==> src/rtl/mem_stage_ctrl.sv <==
// Memory stage of the 16-bit pipeline: data-memory handshake, upstream stall and M/W register.
// Optional watchdog on outstanding accesses is compiled in with `define MEM_TIMEOUT_EN.
module mem_stage_ctrl #(
  parameter int unsigned DATA_W         = 16,
  parameter int unsigned TIMEOUT_CYCLES = 64
) (
  input  logic              clk,
  input  logic              rst,
  input  logic              memRead_IN,
  input  logic              memWrite_IN,
  input  logic [DATA_W-1:0] addr_IN,
  input  logic [DATA_W-1:0] memData_IN,
  input  logic [DATA_W-1:0] writeRegDataExecute_IN,
  input  logic              writeEn_IN,
  input  logic [2:0]        writeRegSel_IN,
  input  logic              halt_IN,
  input  logic              err_IN,
  output logic              mem_req,
  output logic              mem_wr,
  output logic [DATA_W-1:0] mem_addr,
  output logic [DATA_W-1:0] mem_wdata,
  input  logic              mem_ready,
  input  logic              mem_done,
  input  logic [DATA_W-1:0] mem_rdata,
  output logic              stall_OUT,
  output logic              wbEn_OUT,
  output logic [2:0]        wbSel_OUT,
  output logic [DATA_W-1:0] wbData_OUT,
  output logic              halt_OUT,
  output logic              err_OUT
);

  typedef enum logic [1:0] {
    S_IDLE = 2'd0,
    S_REQ  = 2'd1,
    S_WAIT = 2'd2
  } state_t;

  state_t state;

  logic memop;
  logic misaligned;
  logic access;
  logic is_load;
  logic timeout_c;
  logic stall_c;

  // Instruction decode; read+write together is treated as a write.
  assign memop      = (memRead_IN | memWrite_IN) & ~halt_IN & ~err_IN;
  assign misaligned = memop & addr_IN[0];
  assign access     = memop & ~misaligned;
  assign is_load    = access & ~memWrite_IN;

`ifdef MEM_TIMEOUT_EN
  localparam int unsigned CNT_W = $clog2(TIMEOUT_CYCLES) + 1;

  logic [CNT_W-1:0] to_cnt;

  // Counts cycles spent in REQ/WAIT; held at zero while idle so it restarts on REQ entry.
  always_ff @(posedge clk or negedge rst) begin
    if (!rst) begin
      to_cnt <= '0;
    end else if (state == S_IDLE) begin
      to_cnt <= '0;
    end else begin
      to_cnt <= to_cnt + CNT_W'(1);
    end
  end

  assign timeout_c = (state != S_IDLE) && (to_cnt == CNT_W'(TIMEOUT_CYCLES - 1));
`else
  assign timeout_c = 1'b0 & (TIMEOUT_CYCLES == 0);
`endif

  // Stall is released in the completing cycle so M/W captures the result on that edge.
  always_comb begin
    stall_c = 1'b0;
    case (state)
      S_IDLE:  stall_c = access;
      S_REQ:   stall_c = ~timeout_c;
      S_WAIT:  stall_c = ~(mem_done | timeout_c);
      default: stall_c = 1'b0;
    endcase
  end

  assign stall_OUT = stall_c;
  assign mem_req   = (state == S_REQ);
  assign mem_wr    = (state == S_REQ) & memWrite_IN;
  assign mem_addr  = addr_IN;
  assign mem_wdata = memData_IN;

  // Access sequencing; mem_done outside WAIT is ignored.
  always_ff @(posedge clk or negedge rst) begin
    if (!rst) begin
      state <= S_IDLE;
    end else begin
      case (state)
        S_IDLE: begin
          if (access) state <= S_REQ;
        end
        S_REQ: begin
          if (timeout_c)      state <= S_IDLE;
          else if (mem_ready) state <= S_WAIT;
        end
        S_WAIT: begin
          if (mem_done | timeout_c) state <= S_IDLE;
        end
        default: state <= S_IDLE;
      endcase
    end
  end

  // M/W register: bubble while stalled, otherwise the completing instruction.
  always_ff @(posedge clk or negedge rst) begin
    if (!rst) begin
      wbEn_OUT   <= 1'b0;
      wbSel_OUT  <= '0;
      wbData_OUT <= '0;
      halt_OUT   <= 1'b0;
      err_OUT    <= 1'b0;
    end else if (stall_c) begin
      wbEn_OUT <= 1'b0;
      halt_OUT <= 1'b0;
      err_OUT  <= 1'b0;
    end else if (timeout_c) begin
      wbEn_OUT  <= 1'b0;
      wbSel_OUT <= writeRegSel_IN;
      halt_OUT  <= halt_IN;
      err_OUT   <= 1'b1;
    end else begin
      wbEn_OUT   <= writeEn_IN & ~misaligned & ~err_IN;
      wbSel_OUT  <= writeRegSel_IN;
      wbData_OUT <= is_load ? mem_rdata : writeRegDataExecute_IN;
      halt_OUT   <= halt_IN;
      err_OUT    <= err_IN | misaligned;
    end
  end

endmodule

==> config.mk <==
export PLATFORM = sky130hd
export DESIGN_NAME = mem_stage_ctrl
export DESIGN_NICKNAME = d
export VERILOG_FILES = /design/src/rtl/mem_stage_ctrl.sv
export SDC_FILE = /design/constraint.sdc
export NUM_CORES = 1
export LEC_CHECK = 0
export CAP_MARGIN = 20
export CORE_UTILIZATION = 47
export DETAILED_ROUTE_END_ITERATION = 10
export DONT_BUFFER_PORTS = 1
export PLACE_DENSITY_LB_ADDON = 0.12
export REMOVE_ABC_BUFFERS = 1
export SYNTH_ARGS = -nofsm -noshare
export SYNTH_HDL_FRONTEND = slang
export SYNTH_SLANG_ARGS = --single-unit
==> constraint.sdc <==
create_clock -name clk -period 2.35 [get_ports clk]
set_input_delay 0.5875 -clock clk [delete_from_list [all_inputs] [get_ports clk]]
set_output_delay 0.5875 -clock clk [all_outputs]
set_load 0.05 [all_outputs]
== After elaboration in Yosys (flattened, before gate mapping) ==
Index checks and enable logic that the tools add are counted.

* Bitwise logic cells: 15
* Muxes and demuxes: 9
* Equality and inequality tests: 5
* Reduce and logical (&&, ||, !) cells: 2

{| class="wikitable"
|+ Operators by type and width
! kind !! number
|-
| two-way mux 16 bit || 1
|-
| AND 1 bit || 8
|-
| two-way mux 2 bit || 3
|-
| one-hot mux 2 bit (3 select lines) || 1
|-
| NOT 1 bit || 5
|-
| != test 2 bit, second input constant || 2
|-
| two-way mux 1 bit || 3
|-
| one-hot mux 1 bit (3 select lines) || 1
|-
| AND reduction 3 bit || 1
|-
| equality test 2 x 1 -> 1 bit, second input constant || 1
|-
| equality test 2 bit, second input constant || 1
|-
| logical NOT 2 bit || 1
|-
| != test 2 x 1 -> 1 bit, second input constant || 1
|-
| OR 1 bit || 2
|}

* Output and inout bits: 57
* Input port bits: 76
* Logic and storage cells: 37
* Register bits after elaboration: 24

== Logic depth before layout (Yosys ltp) ==
Gate-level depths: netlist (run 1).

* Depth in word-level cells: 8
* Mapped depth: 6
* Depth with buffers taken out: 5

== Worst setup path before layout (run 1) ==
OpenSTA, ideal clock, no wires.

* Path type: register to output
* From: register state[0]
* To: output port mem_wr
* Path buffers: 0
* Data required time: 1.762 ns
* Data arrival time: 1.758 ns
* Cell stages (with the launch flop): 3
* Path slack: 0.005 ns
* Path through: dfrtp_1 nor2b_1 and2_1

* Longest elaborated chain between the ends: 2

{| class="wikitable"
|+ Ends and longest elaborated chain
! item !! line !! RTL
|-
| from (decl) || 39 || <nowiki>state_t state;</nowiki>
|-
| from (signal assigned) || 95 || <nowiki>state <= S_IDLE;</nowiki>
|-
| from (signal assigned) || 99 || <nowiki>if (access) state <= S_REQ;</nowiki>
|-
| from (signal assigned) || 102 || <nowiki>if (timeout_c) state <= S_IDLE;</nowiki>
|-
| equality test 2 x 1 -> 1 bit || -- ||
|-
| net mem_req || 18 || <nowiki>output logic mem_req,</nowiki>
|-
| AND 1 bit || 88 || <nowiki>assign mem_wr = (state == S_REQ) & memWrite_IN;</nowiki>
|-
| to (decl) || 19 || <nowiki>output logic mem_wr,</nowiki>
|}

The timed path passes the listed nets, and every way through them passes these cells.

== Worst setup path in the final report (run 1) ==
* From: register state[0]
* To: output port stall_OUT

* Longest elaborated chain between the ends: 2
* Elaborated cells on any way between the ends: 4
* Those cells by class: eq/ne: 2; mux: 1; reduce/logical: 1

{| class="wikitable"
|+ Ends and longest elaborated chain
! item !! line !! RTL
|-
| equality test 2 bit, or another cell as far along || 78 || <nowiki>case (state)</nowiki>
|-
| one-hot mux 1 bit (3 select lines) (*) || 78 ||
|-
| to (decl) || 25 || <nowiki>output logic stall_OUT,</nowiki>
|}

Mark *: on every way between the ends. The rest lies on a longest branch, timed or not.

==> reports/results.tsv, run 1 <==
stage	metric	value	unit
run_status	status	finished, violations left	
run_status	failing checks	DRC	
flow_run	Max-cap violations	0	
timing	WHS	62.19	ps
floorplan	num rows	19	
clock_tree	CTS tree	built	
worst_hold_path	Hold Crit Class	in -> async	
floorplan	Die X	57.91	µm
timing	Worst slew margin	66.85	%
power	PD cells	893.3	nW/µm²
power	maximum VDD drop	0.3130	mV
layout	Finished Layout Cells	120	
timing	max frequency	0.4774	GHz
clock_tree	CTS Buf Count	3	
global_routing	initial antenna violation count	0	
drt	Met1 Routed Length	1271	µm
timing	worst-margin pin slew	497.3	ps
drt	Remaining DRCs	8	
place	DP HPWL	2673	µm
layout	# diodes	0	
drt	Post-Route WL	3311	µm
clock_tree	post_cts resized	0	
place	Placed Cells	115	
drt	vias	720	
power	Leakage	0.6470	nW
global_routing	pin count of the biggest net entering global routing	25	
clock_tree	H-tree depth	1	
layout	ratio of cells with drive above 1 in the final layout	51.69	%
timing	Clock Skews	7.396	ps
critical_path	internal reg-to-reg setup slack	700	ps
critical_path	Critical Path Source	state[0]	
drt	highest routed layer	met4	
layout	Area Growth Syn to Fin	-8.944	%
timing	period utilization	89.13	%
drt	post-DR vias/cell	6.000	
drt	Iter 0 DRT Violations	22	
critical_path	FF-to-FF Start	state[0]	
layout	nets	166	
floorplan	I/O pin cnt	133	
place	routability cong.	0.8924	
global_routing	gr ovfl total	0	
synth	Most used DFF post-synth	dfrtp_1	
floorplan	Die Area	3353	µm²
synth	cells after synthesis	114	
timing	Slew Limit Fails	0	
drt	Avg WL per Cell	27.59	µm
global_routing	number of global-route vias before repair	759	
critical_path	crit end category	primary output	
clock_tree	clock sinks	24	
place	number of port buffers	0	
clock_tree	clock slew at reported path FFs	130	ps
floorplan	Starting Density	51.49	%
drt	Post-DRT Antenna Nets	0	
critical_path	path type of the worst setup path	reg -> out	
clock_tree	CTS max path bufs	2	
floorplan	Core ar.	2853	µm²
timing	unrepaired setup endpoints after global routing	false	
critical_path	critical path required time	1760	ps
critical_path	CP bufs+invs	2	
floorplan	die height	57.91	µm
global_routing	total track usage	19.50	%
synth	Avg Inst Size Synth	12.89	µm²
critical_path	cell family with most CP delay	flip-flops	
critical_path	Levels on crit path	4	
drt	met2 routed WL	1190	µm
synth	Mapped Area	1469	µm²
global_routing	first-pass GRT wire length	4478	µm
critical_path	Slowest cell on crit path	dfrtp_1	
clock_tree	Worst-Skew Late Latency	310	ps
synth	library cells used by synthesis	20	
drt	DR pass1 iterations	7	
critical_path	r2r worst-path depth	5	
synth	Post-synth EDFFs	0	
synth	Yosys reg bits	24	
drt	met3 WL	833	µm
critical_path	Startpoint Class	flop	
critical_path	cells along the critical path	o21ai_0 -> o31ai_4 -> inv_1 -> buf_4	
critical_path	crit path max fanout	5	
synth	Synth async-reset ratio	100.0	%
synth	Synthesis Warnings	0	
clock_tree	CTS root buf	clkbuf_4	
timing	Tmin final	2094	ps
critical_path	max incr delay on CP	470	ps
synth	post-synthesis sequential area ratio	40.89	%
critical_path	crit path DAT	1510	ps
timing	Final Setup Violations	0	
timing	endpoints failing hold	0	
## kinds of logic after synthesis
family / count (synthesis) / share of synthesized area [%]
AND/OR/NAND/NOR: 12 / 4.259
AO/OA/AOI/OAI: 4 / 2.641
flip-flops: 24 / 40.89
multiplexers: 36 / 32.62
buffers and inverters: 38 / 19.59
## metrics by stage
step	setup WS [ps]	power, mW	cell area (µm²)	TNS, ps	util [%]
6_report	255.5	1.195	1338	0	46.89
5_1_grt	150.0	1.244	1338	0	46.89
4_1_cts	220.2	1.215	1338	0	46.89
3_5_place_dp	240.1	0.9792	1281	0	44.91
3_3_place_gp	268.3	0.9733	1281	0	44.91
2_1_floorplan	-304.6	0.9320	1192	-998.1	-
## routing by layer
layer  GRT usage [%]  vias to the layer above
li1                -                      300
met3           20.31                        2
met2           22.33                       82
met5               0                        -
met1           23.89                      336
met4           6.122                        0
## synth_stat cells (2+ instances only)
master | number | share of area, %
buf_4 | 32 | 16
inv_1 | 3 | 0.77
o21ai_0 | 2 | 0.68
nor2_1 | 4 | 1.0
and2_1 | 2 | 0.85
dfrtp_1 | 24 | 41
mux2_2 | 15 | 11
mux2_4 | 20 | 20
## power breakdown
part           switching [mW]  total, mW  internal [mW]
Sequential              0.284      0.760          0.476
Clock                   0.122      0.217         0.0945
Combinational          0.0885      0.218          0.129
## area by class of cell
type	instances	area, µm²
Sequential cell	24	600.6
Inverter	3	11.26
Tap cell	31	38.79
Fill cell	262	1515
Timing Repair Buffer	6	70.07
Clock buffer	4	36.28
Multi-Input combinational cell	52	580.6
## worst paths after layout
| check | to |
|---|---|
| max | stall_OUT |
| min | wbData_OUT[0] |
| max reg2reg | wbSel_OUT[2] |
| min reg2reg | state[0] |
| max in group asynchronous | err_OUT |
| min in group clk | state[1] |
## placed cells by master, fill, tap and decap left out
| cell type | Yosys | routed |
|---|---|---|
| clkbuf_8 | 0 | 1 |
| nor2b_1 | 1 | 1 |
| nor3_1 | 1 | 1 |
| o31ai_4 | 1 | 1 |
| buf_4 | 32 | 4 |
| buf_12 | 1 | 2 |
| and2_1 | 2 | 2 |
| o21ai_0 | 2 | 2 |
| or4_1 | 1 | 1 |
| mux2i_1 | 1 | 1 |
| dfrtp_1 | 24 | 24 |
| mux2_4 | 20 | 20 |
| and3_1 | 1 | 1 |
| o21bai_1 | 1 | 1 |
| mux2_2 | 15 | 15 |
| nand2b_1 | 1 | 1 |
| clkbuf_4 | 0 | 3 |
| nand2_1 | 1 | 1 |
| inv_1 | 3 | 3 |
| nor2_1 | 4 | 4 |
## worst reg2reg max path, stage by stage, from the launching register on
cell and delay, ps:
dfrtp_1 470, o21ai_0 320, o31ai_4 130, inv_1 70, buf_4 220, mux2_2 360
## registers in the layout (all words and copies together), names as in the netlist
register    count
state           2
halt_OUT        1
wbSel_OUT       3
wbData_OUT     16
err_OUT         1
wbEn_OUT        1
## repair_timing
item                                   4_1_cts  5_1_grt
endpoints found under the hold margin       24        0
hold buffers                                 1        0
buffers inserted                             0        0
Power figures use the tool's default switching activity.
==> run 2, diff against run 1 <==
- CORE_UTILIZATION: 47 -> 40
==> run 2 against run 1 <==
Via count up 2.6%. Global-route usage down 1.9 points. Utilization down 7.2 points. Non-clock buffer count unchanged. Combinational power about the same. Total power up 0.52%. Die area up 17%. Clock skew about the same. Critical path depth unchanged. The run now ends clean. Design area up 1.4%.
==> reports/results.tsv, run 2 (synthesis gave the netlist of run 1 again) <==
stage	metric	value	unit	change
run_status	status	finished clean		
floorplan	Starting Density	43.00	%	-8.5 points
layout	fin util	39.71	%	-7.2 points
critical_path	path type of the worst setup path	reg -> out		
floorplan	Die X	62.60	µm	+8.1%
layout	design area	1356	µm²	+1.4%
critical_path	CP bufs+invs	2		unchanged
critical_path	r2r worst-path depth	5		unchanged
layout	commonest non-fill, non-tap cell in the layout	dfrtp_1		
drt	post-DR vias/cell	5.474		-8.8%
clock_tree	clock slew at reported path FFs	140	ps	about the same
place	Cell Area, Placed	1300	µm²	+1.5%
critical_path	Slowest cell on crit path	dfrtp_1		
critical_path	Worst R2R End	wbSel_OUT[2]		
worst_hold_path	Hold Crit Class	in -> async		
layout	leading registers by flop count	wbData_OUT x16, wbSel_OUT x3, state x2		
timing	worst-margin pin slew	516.4	ps	+19.09 ps
critical_path	cell family with most CP delay	flip-flops		
clock_tree	CTS root buf	clkbuf_4		
critical_path	Levels on crit path	4		unchanged
critical_path	Worst Setup EP	stall_OUT		
drt	Post-Route WL	3418	µm	+3.2%
drt	Remaining DRCs	0		-8
global_routing	pin count of the biggest net entering global routing	25		unchanged
timing	endpoints failing hold	0		unchanged
global_routing	number of global-route vias before repair	770		+1.4%
clock_tree	CTS Hold Bufs	1		unchanged
clock_tree	CTS max path bufs	2		unchanged
power	Seq pwr share	63.6	%	about the same
drt	Avg WL per Cell	25.32	µm	-8.2%
power	maximum VDD drop	0.3426	mV	+9.5%
timing	Slew Limit Fails	0		unchanged
critical_path	critical path required time	1760	ps	about the same
power	P_sw	0.5010	mW	+1.3%
place	routability cong.	0.6649		-25%
timing	Clock Skews	7.556	ps	+0.1599 ps
floorplan	die height	62.60	µm	+8.1%
global_routing	gr ovfl total	0		unchanged
floorplan	Core ar.	3416	µm²	+20%
place	DP HPWL	2570	µm	-3.8%
critical_path	FF-to-FF Start	state[0]		
critical_path	cells along the critical path	o21ai_0 -> o31ai_4 -> inv_1 -> buf_4		
timing	Tmin final	2125	ps	+30.56 ps
critical_path	Critical Path Source	state[0]		
clock_tree	# Post-CTS Setup Buffers	0		unchanged
global_routing	total track usage	17.56	%	-1.9 points
timing	Total Negative Setup Slacks	0	ps	unchanged
timing	period utilization	90.43	%	+1.3 points
power	Leakage	0.6470	nW	unchanged
power	clock share of power	18.1	%	about the same
flow_run	Max-cap violations	0		unchanged
critical_path	crit path max fanout	5		unchanged
critical_path	max incr delay on CP	480	ps	about the same
clock_tree	clock sinks	24		unchanged
critical_path	Startpoint Class	flop		
layout	Finished Layout Cells	135		+13%
power	PD cells	885.5	nW/µm²	-0.87%
layout	# diodes	0		unchanged
critical_path	crit path DAT	1540	ps	+30 ps
layout	Filler Cells Inserted	348		+33%
floorplan	num rows	21		+2
timing	Worst slew margin	65.58	%	-1.3 points
floorplan	I/O pin cnt	133		unchanged
timing	unrepaired setup endpoints after global routing	false		
timing	WHS	63.21	ps	+1.022 ps
timing	max frequency	0.4706	GHz	-1.4%
critical_path	crit end category	primary output		
power	Comb pwr share	18.3	%	about the same
clock_tree	CTS tree	built		
drt	vias	739		+2.6%
layout	Seq. cell area	600.6	µm²	unchanged
global_routing	first-pass GRT wire length	4905	µm	+9.5%
place	Placed Cells	130		+13%
layout	Area Growth Syn to Fin	-7.666	%	
layout	max FFs per register	16		unchanged
floorplan	Die Area	3919	µm²	+17%
power	Sw Ratio	41.72	%	+0.31 points
layout	ratio of cells with drive above 1 in the final layout	51.69	%	unchanged
layout	most frequent cells in the layout	dfrtp_1, mux2_4, mux2_2, nor2_1, buf_4		
critical_path	internal reg-to-reg setup slack	650	ps	-50 ps
clock_tree	post_cts resized	0		unchanged
timing	Final Setup Violations	0		unchanged
clock_tree	Worst-Skew Late Latency	310	ps	about the same
clock_tree	H-tree depth	1		unchanged
layout	nets	166		unchanged
layout	Top reg by flops	wbData_OUT		
drt	DR pass1 iterations	3		-4
power	Int Pwr	0.7000	mW	about the same
clock_tree	CTS Buf Count	3		unchanged
global_routing	initial antenna violation count	0		unchanged
place	number of port buffers	0		unchanged
layout	area of the multi-input gates	580.6	µm²	unchanged
drt	Post-DRT Antenna Nets	0		unchanged
drt	Iter 0 DRT Violations	50		+130%
[run 2: layout make-up]
class	count	share of cell area, %
timing repair buffer	6	5.166
inverter	3	0.8303
tap	46	4.244
multi-input combinational	52	42.80
clock buffer	4	2.675
sequential	24	44.28
[run 2: through the flow]
step                      power [mW]  setup WS (ps)
after floorplan               0.9320         -304.6
after global placement        0.9793          262.2
after detailed placement      0.9840          261.1
after CTS                      1.224          207.2
after global routing           1.260          97.13
final                          1.201          225.0
[run 2: per-layer routing]
layer	GRT usage [%]	vias to the layer above	wire, µm
met1	21.40	346	1386
met5	2.778	-	0
met3	19.89	2	801
met4	6.977	0	24
met2	17.66	91	1206
li1	-	300	-
[run 2: worst min-delay path by stage]
stage,from,endpoint,slack (ps),cells past startpoint
after global placement,rst,wbData_OUT[11],290,0
after floorplan,rst,err_OUT,290,0
after detailed placement,rst,wbData_OUT[11],290,0
after global routing,rst,wbData_OUT[11],30,1
final,rst,wbData_OUT[11],60,1
after CTS,rst,wbData_OUT[11],50,1
[run 2: power groups by stage]
stage	clock network (mW)	registers (mW)	logic, mW
after global routing	0.251	0.772	0.237
after floorplan	0	0.756	0.176
final	0.217	0.764	0.220
after detailed placement	0	0.771	0.213
after CTS	0.236	0.765	0.224
after global placement	0	0.773	0.207
